**src/rtl/mem_arb_pkg.sv**
```systemverilog
// mem_arb_pkg
// Shared types and constants for the two-requester memory port arbiter:
//   - sequencer state enum (IDLE, ACCESS, RESP)
//   - memory region codes taken from the top two word-address bits
//   - default data/address widths
package mem_arb_pkg;

  localparam int DATA_SIZE_DEF    = 16;
  localparam int ADDRESS_SIZE_DEF = 12;

  localparam logic [1:0] REGION_CODE = 2'b00;
  localparam logic [1:0] REGION_IO   = 2'b11;

  typedef enum logic [1:0] {
    IDLE   = 2'd0,
    ACCESS = 2'd1,
    RESP   = 2'd2
  } arb_state_e;

  function automatic logic is_code_region(input logic [1:0] region);
    return region == REGION_CODE;
  endfunction

endpackage

```
**src/rtl/arb2_select.sv**
```systemverilog
// arb2_select
// Two-input grant selector with a one-bit priority pointer.
// Build option: MEM_ARB_ROUND_ROBIN_EN
//   defined   - pointer moves to the requester not granted last (alternation)
//   undefined - pointer stays on requester 0 (fixed priority)
// Ports:
//   clk, reset  - clock, synchronous active-high reset (pointer -> requester 0)
//   req[1:0]    - request vector
//   advance     - a grant is being taken this edge; update the pointer
//   any         - at least one request is high
//   winner      - id of the selected requester (valid when any = 1)
module arb2_select (
  input  logic       clk,
  input  logic       reset,
  input  logic [1:0] req,
  input  logic       advance,
  output logic       any,
  output logic       winner
);

  logic ptr_q, ptr_d;

  always_comb begin
    any    = req[0] | req[1];
    // Contention goes to the pointer; a lone request wins outright.
    winner = (req == 2'b11) ? ptr_q : req[1];
`ifdef MEM_ARB_ROUND_ROBIN_EN
    ptr_d  = advance ? ~winner : ptr_q;
`else
    // Pointer never leaves requester 0 (its reset value).
    ptr_d  = ptr_q & ~advance;
`endif
  end

  always_ff @(posedge clk) begin
    if (reset) ptr_q <= 1'b0;
    else       ptr_q <= ptr_d;
  end

endmodule

```
**src/rtl/mem_port_arbiter.sv**
```systemverilog
// mem_port_arbiter
// Shares one memory port between requester 0 (CPU) and requester 1 (DMA /
// display). A three-state sequencer (IDLE -> ACCESS -> RESP) serialises
// accesses and covers the memory's one-cycle registered read latency.
// Writes into the code region (addr[11:10] = 2'b00) are suppressed and
// flagged on wr_fault; the access still completes with gnt and rvalid.
// Build option: MEM_ARB_ROUND_ROBIN_EN (see arb2_select).
// Ports:
//   clk, reset                   - clock, synchronous active-high reset
//   reqN, weN, addrN, wdataN     - requester N access (req held until gntN)
//   gntN                         - pulse in the ACCESS cycle of requester N
//   rvalidN, rdata               - pulse / data in the RESP cycle
//   wr_fault                     - pulse when a code-region write is blocked
//   mem_addr, mem_wdata, mem_we  - to memory port A
//   mem_rdata                    - from memory port A (registered in memory)
module mem_port_arbiter
  import mem_arb_pkg::*;
#(
  parameter int DATA_SIZE    = DATA_SIZE_DEF,
  parameter int ADDRESS_SIZE = ADDRESS_SIZE_DEF
) (
  input  logic                    clk,
  input  logic                    reset,
  input  logic                    req0,
  input  logic                    req1,
  input  logic                    we0,
  input  logic                    we1,
  input  logic [ADDRESS_SIZE-1:0] addr0,
  input  logic [ADDRESS_SIZE-1:0] addr1,
  input  logic [DATA_SIZE-1:0]    wdata0,
  input  logic [DATA_SIZE-1:0]    wdata1,
  output logic                    gnt0,
  output logic                    gnt1,
  output logic                    rvalid0,
  output logic                    rvalid1,
  output logic [DATA_SIZE-1:0]    rdata,
  output logic                    wr_fault,
  output logic [ADDRESS_SIZE-1:0] mem_addr,
  output logic [DATA_SIZE-1:0]    mem_wdata,
  output logic                    mem_we,
  input  logic [DATA_SIZE-1:0]    mem_rdata
);

  arb_state_e              state_q, state_d;
  logic                    id_q, id_d;
  logic                    we_q, we_d;
  logic [ADDRESS_SIZE-1:0] addr_q, addr_d;
  logic [DATA_SIZE-1:0]    wdata_q, wdata_d;

  logic arb_any, arb_winner, take;

  // Arbitration happens on the IDLE edge and on the RESP edge; requests
  // seen while in ACCESS are ignored.
  assign take = (state_q != ACCESS) && arb_any;

  arb2_select u_select (
    .clk     (clk),
    .reset   (reset),
    .req     ({req1, req0}),
    .advance (take),
    .any     (arb_any),
    .winner  (arb_winner)
  );

  // State register (latched request fields included).
  always_ff @(posedge clk) begin
    if (reset) begin
      state_q <= IDLE;
      id_q    <= 1'b0;
      we_q    <= 1'b0;
      addr_q  <= '0;
      wdata_q <= '0;
    end else begin
      state_q <= state_d;
      id_q    <= id_d;
      we_q    <= we_d;
      addr_q  <= addr_d;
      wdata_q <= wdata_d;
    end
  end

  // Next state and latch update.
  always_comb begin
    state_d = state_q;
    id_d    = id_q;
    we_d    = we_q;
    addr_d  = addr_q;
    wdata_d = wdata_q;
    case (state_q)
      IDLE:    state_d = take ? ACCESS : IDLE;
      ACCESS:  state_d = RESP;
      RESP:    state_d = take ? ACCESS : IDLE;
      default: state_d = IDLE;
    endcase
    // Latches only move when entering ACCESS, so mem_addr/mem_wdata hold
    // their last values in every other cycle.
    if (take) begin
      id_d    = arb_winner;
      we_d    = arb_winner ? we1    : we0;
      addr_d  = arb_winner ? addr1  : addr0;
      wdata_d = arb_winner ? wdata1 : wdata0;
    end
  end

  // Outputs: decodes of registered state and latched fields.
  always_comb begin
    logic in_access, in_resp, code_hit;
    in_access = (state_q == ACCESS);
    in_resp   = (state_q == RESP);
    code_hit  = is_code_region(addr_q[ADDRESS_SIZE-1 -: 2]);
    gnt0      = in_access & ~id_q;
    gnt1      = in_access &  id_q;
    rvalid0   = in_resp   & ~id_q;
    rvalid1   = in_resp   &  id_q;
    mem_we    = in_access & we_q & ~code_hit;
    wr_fault  = in_access & we_q &  code_hit;
    mem_addr  = addr_q;
    mem_wdata = wdata_q;
    rdata     = in_resp ? mem_rdata : '0;
  end

endmodule

```
**config.mk**
```make
export PLATFORM = sky130hd
export DESIGN_NAME = mem_port_arbiter
export DESIGN_NICKNAME = d
export VERILOG_FILES = /design/src/rtl/mem_arb_pkg.sv /design/src/rtl/arb2_select.sv /design/src/rtl/mem_port_arbiter.sv
export SDC_FILE = /design/constraint.sdc
export NUM_CORES = 1
export LEC_CHECK = 0
export ABC_AREA = 1
export ABC_CLOCK_PERIOD_IN_PS = 1600
export CELL_PAD_IN_SITES_DETAIL_PLACEMENT = 0
export CELL_PAD_IN_SITES_GLOBAL_PLACEMENT = 1
export CORE_ASPECT_RATIO = 0.7
export CORE_MARGIN = 3
export CORE_UTILIZATION = 22
export CTS_BUF_LIST = sky130_fd_sc_hd__clkbuf_16
export CTS_CLUSTER_DIAMETER = 30
export DETAILED_ROUTE_END_ITERATION = 8
export PLACE_DENSITY = 0.85
export SLEW_MARGIN = 10
export SYNTH_ARGS = -nofsm -noshare
export SYNTH_HDL_FRONTEND = slang
export SYNTH_SLANG_ARGS = --single-unit
```
**constraint.sdc**
```tcl
create_clock -name clk -period 1.6 [get_ports clk]
set_clock_uncertainty 0.15 [all_clocks]
set_input_delay 0.48 -clock clk [delete_from_list [all_inputs] [get_ports clk]]
set_output_delay 0.48 -clock clk [all_outputs]
set_load 0.03 [all_outputs]
```
==> results of run 1 <==
## layer usage
metal  vias up  part of all wire  wire length [um]  GRT usage
met4         0            0.0063                46     0.0281
met3         7              0.11               834     0.0529
li1       1208                 -                 -          -
met1      1007              0.43              3160      0.171
met5         -                 0                 0          0
met2       114              0.45              3270      0.243
## layout make-up
class / instances / area, sq um
timing repair buffer: 145 / 1490
fill: 813 / 4360
tap: 101 / 126
sequential: 33 / 674
multi-input combinational: 182 / 1020
inverter: 80 / 305
clock inverter: 3 / 12.5
clock buffer: 5 / 125
## through the flow
stage	std cells	util	power, mW	cell area [sq um]
floorplan	316	-	1.47	1990
finish	549	0.463	2.89	3750
detailed placement	537	0.410	1.92	3320
global route	549	0.463	3.06	3750
global placement	537	0.410	1.91	3320
CTS	548	0.445	2.88	3610
## state kept, by name, indices dropped and copies added (netlist names)
| signal | flops |
|---|---|
| mem_wdata | 16 |
| state_q | 2 |
| mem_addr | 12 |
| we_q | 1 |
| id_q | 1 |
| u_select.ptr_q | 1 |
## where the power goes
part	internal (mW)	total (mW)	leakage (nW)	switching, mW
registers	0.903	0.958	0.277	0.0548
logic	0.474	1.01	1.54	0.539
clock network	0.562	0.914	0.0687	0.352
## timing repair
| item | in CTS | in global routing |
|---|---|---|
| setup buffers | 1 | 0 |
| gates resized for setup | 60 | 30 |
| gates cloned | 2 | 1 |
| hold buffers | 0 | 0 |
| endpoints found under the setup margin | 52 | 22 |
| pin swaps | 7 | 7 |
## path summary, 6_finish.rpt
| check | startpoint | depth (start not counted) | endpoint |
|---|---|---|---|
| setup / recovery | state_q[0] | 5 | rdata[8] |
| hold / removal | state_q[0] | 1 | state_q[0] |
| setup reg to reg | state_q[1] | 8 | mem_wdata[7] |
| hold reg to reg | state_q[0] | 1 | state_q[0] |
## layout by cell type (no fill, tap or decap), drive strengths merged
master / n
a211oi: 1
a21oi: 30
buf: 66
bufbuf: 1
clkbuf: 6
clkdlybuf4s50: 59
clkinv: 3
dfxtp: 33
dlygate4sd2: 18
inv: 80
nand2: 64
nand3: 58
nor2: 25
nor3: 2
nor4: 1
o21bai: 1
## synth_stat cells, drive strengths merged
cell / count
inv: 80
clkbuf: 8
nand2: 64
nand3: 58
nor2: 25
dfxtp: 33
a211oi: 1
nor4: 1
a21oi: 30
o21bai: 1
nor3: 2
buf: 13
## kinds of logic (layout without fill, tap and decap cells)
logic type / after synthesis / after routing
and+or+nand+nor: 150 / 150
DFF: 33 / 33
AOI/OAI and AO/OA: 32 / 32
buffers and inverters: 101 / 233
==> results.yml, run 1 <==
outcome:
  outcome: "finished, violations left"
  violations: "setup timing"
job:
  drv_cap: 0
synthesis:
  synth_xor_area_frac: 0
  yosys-top-cells-area: "dfxtp_1, inv_1, nand3_1"
  synth.distinct_cells: 17
  synth_nets: 394
  synth_top_cell_area_share: 0.349
  synthesis.area_sq_um: 1890
  synth_top_family_by_area: "simple AND/OR/NAND/NOR gates"
  yosys_warnings: 0
  synthAdderAreaFrac: 0
  avgSynthCellArea_sq_um: 5.99
  synth-simple-area-share: 0.343
  synth_area_leader_cell: "dfxtp_1"
  yosysSeqAreaShare: 0.349
  syn-instance-count: 316
  synth_compound_area_frac: 0.0873
  muxShareOfSynthArea: 0
  ys_ff_latch: 33
hold_path:
  hold_class: "flop to flop"
clocking:
  cts_buffers: 5
  clkTransAtPathRegs_ns: 0.05
  cts.path.max_buffers: 2
  clkLatencyLatePin_ns: 0.28
  cts.sinks: 33
  cts_tree: "built"
  h-tree-depth: 2
  cts-root-buf: "clkbuf_16"
place:
  numPortBuffers: 127
  dp.final_hpwl_um: 5130
  place.gp.congestion: 0.788
  dpl_worst_slack_ns: -0.419
die:
  num_io_pins: 128
  start_util: 0.233
  rows: 27
  core_area_sq_um: 8110
  die_w_um: 117
  dieHeight_um: 83.6
  die_area_sq_um: 9770
detailed_routing:
  drc: 0
  drt_wl_total_um: 7310
  wl_per_cell_um: 13.3
  vias_per_cell: 4.26
  vias: 2336
  detail_route.first_pass.iterations: 4
  final_antenna_net_count: 0
  drtIter0Drc: 97
setup_path:
  critPathKind: "flop to output port"
  path_buf_inv: 3
  critPathMaxStageDelay_ns: 0.36
  cp_slowest_cell: "dfxtp_4"
  crit_chain: "inv_4 > nand2_8 > buf_16 > nor2_4 > buf_6"
  worstPathArrival_ns: 1.18
  worst_ep_required_time_ns: 0.97
  endpoint_kind: "output port"
  reg2reg_slack_ns: 0.16
  critical-path-top-delay-family: "buffers and inverters"
  start_kind: "flop"
  path_max_fanout: 9
cells_and_area:
  drive_gt1_frac: 0.268
  nNetsFinal: 525
  antenna_cells: 0
  synthToLayoutAreaGrowth_pct: 98.3
sta:
  hold_ws_ns: 0.316
  rsz0062_at_grt: "yes"
  layout_setup_ws_ns: -0.206
  tightestPinTransition_ns: 0.249
  tns_ns: -4.07
  clock.fmax_mhz: 554
  relSlewSlack: 0.834
  finalHoldViolCount: 0
  fin_crit_sh: 1.13
  maxSlewViolCount: 0
  fin_crit_ns: 1.81
  finalSetupViolCount: 22
global_route:
  grt_pass1_vias: 2209
  grt_pass1_wl_um: 11000
  overflow: 0
  track_usage: 0.143
  grt_max_degree: 34
  antenna_found_initial: 0
pwr:
  ir_drop_mv: 0.328
  p_per_area_nw_per_um2: 769
  leakagePower_nw: 1.89
(Power assumes the default switching activity.)
==> run 2: changes to the inputs <==
--- a/config.mk
+++ b/config.mk
@@ -12,3 +12,2 @@
 export CORE_ASPECT_RATIO = 0.7
-export CORE_MARGIN = 3
 export CORE_UTILIZATION = 22
--- a/constraint.sdc
+++ b/constraint.sdc
@@ -4,2 +4,2 @@
 set_output_delay 0.48 -clock clk [all_outputs]
-set_load 0.03 [all_outputs]
+set_load 0.005 [all_outputs]
==> run 2 against run 1 <==
Net effect:
- the flow still finishes with violations (setup timing)
- fmax increased by 4.9%
- non-clock buffer count increased by 12
- die area decreased by 8.0%
- worst setup slack improved by 0.084 ns
- power decreased by 8.1%
- final cell count increased by 2.2%
- hold slack got worse by 0.0035 ns
- utilization decreased by 1.8 points
- final area decreased by 3.9%
- sequential share of layout area increased by 0.69 points
- critical endpoint is now rdata[13]
- largest cell class unchanged
- largest power group is now sequential cells
==> results.yml, run 2 (synthesis results as in run 1) <==
clocking:
  h-tree-depth: 2
  cts-root-buf: "clkbuf_16"
  cts_buffers: 5
  cts.sinks: 33
  clkLatencyLatePin_ns: 0.27
  cts.path.max_buffers: 2
  cts_tree: "built"
  clkTransAtPathRegs_ns: 0.05
cells_and_area:
  drive_gt1_frac: 0.204
  layout_common_cells: "inv_1, nand2_1, clkdlybuf4s50_1, nand3_1, dlygate4sd2_1"
  antenna_cells: 0
  largest_register_ffs: 16
  synthToLayoutAreaGrowth_pct: 90.7
  nNetsFinal: 537
  final_common_cell: "inv_1"
  fillers: 859
sta:
  layout_setup_ws_ns: -0.122
  fin_crit_sh: 1.08
  clock.fmax_mhz: 581
  finalSetupViolCount: 22
  fin_crit_ns: 1.72
  rsz0062_at_grt: "yes"
  relSlewSlack: 0.852
  finalHoldViolCount: 0
  maxSlewViolCount: 0
  hold_ws_ns: 0.312
  tightestPinTransition_ns: 0.222
hold_path:
  min_from: "u_select.ptr_q"
  min_to: "u_select.ptr_q"
  hold_class: "flop to flop"
  min_path_cells: 2
global_route:
  overflow: 0
  track_usage: 0.150
  grt_pass1_vias: 2162
  antenna_found_initial: 0
  grt_max_degree: 34
  grt_pass1_wl_um: 10600
detailed_routing:
  detail_route.first_pass.iterations: 4
  wl_per_cell_um: 12.1
  final_antenna_net_count: 0
  drt_wl_total_um: 6800
  vias_per_cell: 4.22
  drc: 0
  vias: 2368
  drtIter0Drc: 65
setup_path:
  reg2reg_from: "state_q[1]"
  path_max_fanout: 5
  worstPathArrival_ns: 1.09
  r2r_end: "mem_addr[11]"
  reg2reg_slack_ns: 0.11
  worst_ep_required_time_ns: 0.97
  critPathLaunch: "state_q[0]"
  critPathKind: "flop to output port"
  worstRegToRegCells: 9
  endpoint_kind: "output port"
  start_kind: "flop"
place:
  place.gp.congestion: 0.785
  dp.final_hpwl_um: 4790
  numPortBuffers: 127
  dpl_worst_slack_ns: -0.619
die:
  die_area_sq_um: 8980
  num_io_pins: 128
  die_w_um: 113
  core_area_sq_um: 8110
  start_util: 0.233
  dieHeight_um: 79.6
  rows: 27
outcome:
  violations: "setup timing"
  outcome: "finished, violations left"
pwr:
  swShare: 0.280
  internal_power_mw: 1.91
  seq_power_share: 0.358
  leakagePower_nw: 1.95
  ir_drop_mv: 0.350
  p_per_area_nw_per_um2: 735
  power_mw: 2.65
  p_comb_frac: 0.302
  p_sw_mw: 0.743
  clkPwrFrac: 0.340
job:
  drv_cap: 0
run 2: cell count changes in the layout (fill, tap and decap cells not counted), sizes merged:
cell / change
buf: -15
clkbuf: +2
dlygate4sd2: +25
run 2: through the flow:
stage	setup TNS, ns	area (sq um)	std cells	utilization
floorplan	0	1890	316	-
global placement	-24.66	3360	545	0.415
detailed placement	-24.70	3360	545	0.415
CTS	-2.41	3510	561	0.432
global route	-3.39	3610	561	0.445
finish	-2.27	3610	561	0.445
run 2: metal layers:
layer	vias up	GRT usage	share of wire
met1	1045	0.193	0.48
met2	85	0.246	0.44
met5	-	0	0
met3	4	0.0532	0.081
met4	0	0.0240	0.0043
li1	1234	-	-
run 2: area by class of cell:
cell class | instances | area [sq um] | share of cell area
repair buffers | 157 | 1410 | 0.391
multi-input cells | 182 | 958 | 0.266
flip-flops and latches | 33 | 673 | 0.187
inverters | 80 | 303 | 0.0839
well taps | 101 | 126 | 0.0350
clock buffers | 5 | 125 | 0.0347
clock inverters | 3 | 12.5 | 0.00347
run 2: worst max-delay path, cell delays in order (launching register included):
cell and delay, ns:
dfxtp_4 0.36, inv_4 0.06, nand2_4 0.06, buf_8 0.15
nor2_1 0.07, buf_2 0.12
run 2: repair_timing:
item,CTS,global route
gates resized for setup,165,35
buffers inserted,5,0
endpoints found under the setup margin,81,44
cloned,3,0
pin swaps,18,16
hold buffers,0,0
run 2: how the worst max path moves through the flow:
stage	endpoint
after detailed placement	rdata[0]
after global placement	rdata[6]
final	rdata[13]
after global routing	gnt1
after CTS	rdata[4]
after floorplan	rdata[10]
run 2: power by group through the flow:
stage / sequential (mW) / combinational, mW / clock [mW]
final: 0.949 / 0.800 / 0.903
after global routing: 0.959 / 0.888 / 0.969
after CTS: 0.949 / 0.786 / 0.930
after detailed placement: 0.962 / 0.789 / 0
after global placement: 0.959 / 0.782 / 0
after floorplan: 0.965 / 0.305 / 0
==> run 3: changes to the inputs <==
CELL_PAD_IN_SITES_DETAIL_PLACEMENT = 1   (was 0)
==> run 3 against run 2 <==
Net effect:
- the run still ends with setup timing left
- wire length increased by 15%
- final cell count decreased by 0.71%
- sequential power increased by 0.5%
- critical path depth unchanged
- final area increased by 0.73%
- hold slack improved by 0.012 ns
- via count increased by 3.4%
- die area unchanged
- first-iteration DRC count decreased by 3.1%
- sequential share of layout area about the same
- clock power increased by 18%
- power increased by 6.5%
- largest cell class unchanged
==> results.yml, run 3 (synthesis results as in run 1) <==
outcome:
  outcome: "finished, violations left"
  violations: "setup timing"
setup_path:
  start_kind: "flop"
  worst_ep_required_time_ns: 0.97
  reg2reg_from: "state_q[1]"
  path_buf_inv: 3
  critical-path-top-delay-family: "flip-flops"
  path_max_fanout: 5
  critPathMaxStageDelay_ns: 0.36
  cp.depth: 5
  endpoint_kind: "output port"
  crit_chain: "inv_4 > nand2_8 > buf_12 > nor2_4 > buf_6"
  critPathKind: "flop to output port"
  cp_slowest_cell: "dfxtp_4"
  worstRegToRegCells: 9
  r2r_end: "mem_addr[4]"
  worstPathArrival_ns: 1.12
  reg2reg_slack_ns: 0.06
sta:
  rsz0062_at_grt: "yes"
  layout_setup_ws_ns: -0.150
  relSlewSlack: 0.783
  finalSetupViolCount: 22
  clock.fmax_mhz: 571
  tightestPinTransition_ns: 0.325
  hold_ws_ns: 0.324
  fin_crit_sh: 1.09
  finalHoldViolCount: 0
  fin_crit_ns: 1.75
  maxSlewViolCount: 0
cells_and_area:
  antenna_cells: 0
  synthToLayoutAreaGrowth_pct: 92.1
  final_common_cell: "inv_1"
  multi_input_area_sq_um: 986
  nNetsFinal: 533
  seqCellArea_sq_um: 679
  largest_register_ffs: 16
  fillers: 1052
  layout_common_cells: "inv_1, nand2_1, clkdlybuf4s50_1, nand3_1, dlygate4sd2_1"
  final_cells: 557
  drive_gt1_frac: 0.213
detailed_routing:
  wl_per_cell_um: 14.1
  vias: 2448
  vias_per_cell: 4.39
  detail_route.first_pass.iterations: 4
  drtIter0Drc: 63
  drt_wl_total_um: 7830
  drc: 0
  final_antenna_net_count: 0
die:
  rows: 27
  core_area_sq_um: 8110
  start_util: 0.233
  die_area_sq_um: 8980
  dieHeight_um: 79.6
  num_io_pins: 128
  die_w_um: 113
global_route:
  grt_max_degree: 34
  busiest_layer: "met2"
  track_usage: 0.177
  grt_pass1_wl_um: 12200
  antenna_found_initial: 0
  grt_pass1_vias: 2488
  met3_usage: 0.0554
  use_met1: 0.199
  grtUsageMet2: 0.317
  overflow: 0
clocking:
  cts_hold_buf: 0
  cts_buffers: 5
  clkTransAtPathRegs_ns: 0.05
  cts_tree: "built"
  cts-root-buf: "clkbuf_16"
  cts.sinks: 33
  h-tree-depth: 2
  clkLatencyLatePin_ns: 0.28
  cts.path.max_buffers: 2
hold_path:
  min_from: "state_q[0]"
  min_path_cells: 1
  hold_class: "flop to flop"
  min_to: "state_q[0]"
job:
  drv_cap: 0
place:
  dp_cells: 545
  place.gp.congestion: 0.785
  numPortBuffers: 127
  dp.final_hpwl_um: 5830
pwr:
  p_per_area_nw_per_um2: 777
  leakagePower_nw: 1.94
  ir_drop_mv: 0.359
## run 3: cell count changes in the layout (fill, tap and decap cells not counted), moves of 2 or more
cell	delta
buf_2	-2
dfxtp_1	-3
dfxtp_2	+2
a21oi_1	-3
buf_12	+2
buf_4	-3
buf_6	+3
a21oi_2	+3
buf_8	-3
## run 3: per-stage QoR
stage | TNS (ns) | worst slack (ns) | utilization | area, sq um | power [mW]
after floorplan | 0 | 0.128 | - | 1890 | 1.27
after global placement | -24.66 | -0.603 | 0.415 | 3360 | 1.74
after detailed placement | -25.38 | -0.702 | 0.415 | 3360 | 1.78
after CTS | -2.88 | -0.158 | 0.428 | 3470 | 2.83
after global routing | -4.08 | -0.201 | 0.448 | 3630 | 2.99
final | -3.00 | -0.150 | 0.448 | 3630 | 2.82
## run 3: timing repair
action,CTS,global route
pin swaps,17,15
buffers inserted,2,0
gates cloned,2,0
setup endpoints to repair,81,25
hold endpoints to repair,0,0
resized for setup,165,45
## run 3: worst max path at each step
stage | from | to | slack [ns]
2_1_floorplan | state_q[0] | rdata[10] | 0.13
4_1_cts | state_q[0] | rdata[11] | -0.16
5_1_grt | state_q[0] | rdata[0] | -0.20
6_report | state_q[0] | rdata[12] | -0.15
3_3_place_gp | mem_rdata[6] | rdata[6] | -0.60
3_5_place_dp | mem_rdata[11] | rdata[11] | -0.70
## run 3: power breakdown
part / internal (mW) / switching (mW)
Combinational: 0.424 / 0.376
Sequential: 0.904 / 0.0502
Clock: 0.723 / 0.347
Total: 2.05 / 0.774
## run 3: per-layer routing
metal	up-vias	wire, um
met2	86	3790
met1	1124	3330
met5	-	0
li1	1226	-
met4	0	108
met3	12	603
## run 3: area by class of cell
cell class                      count  area share
Clock buffer                        5      0.0344
Clock inverter                      3      0.0103
Multi-Input combinational cell    182       0.271
Timing Repair Buffer              153       0.379
Sequential cell                    33       0.187
Tap cell                          101      0.0348
Inverter                           80      0.0833
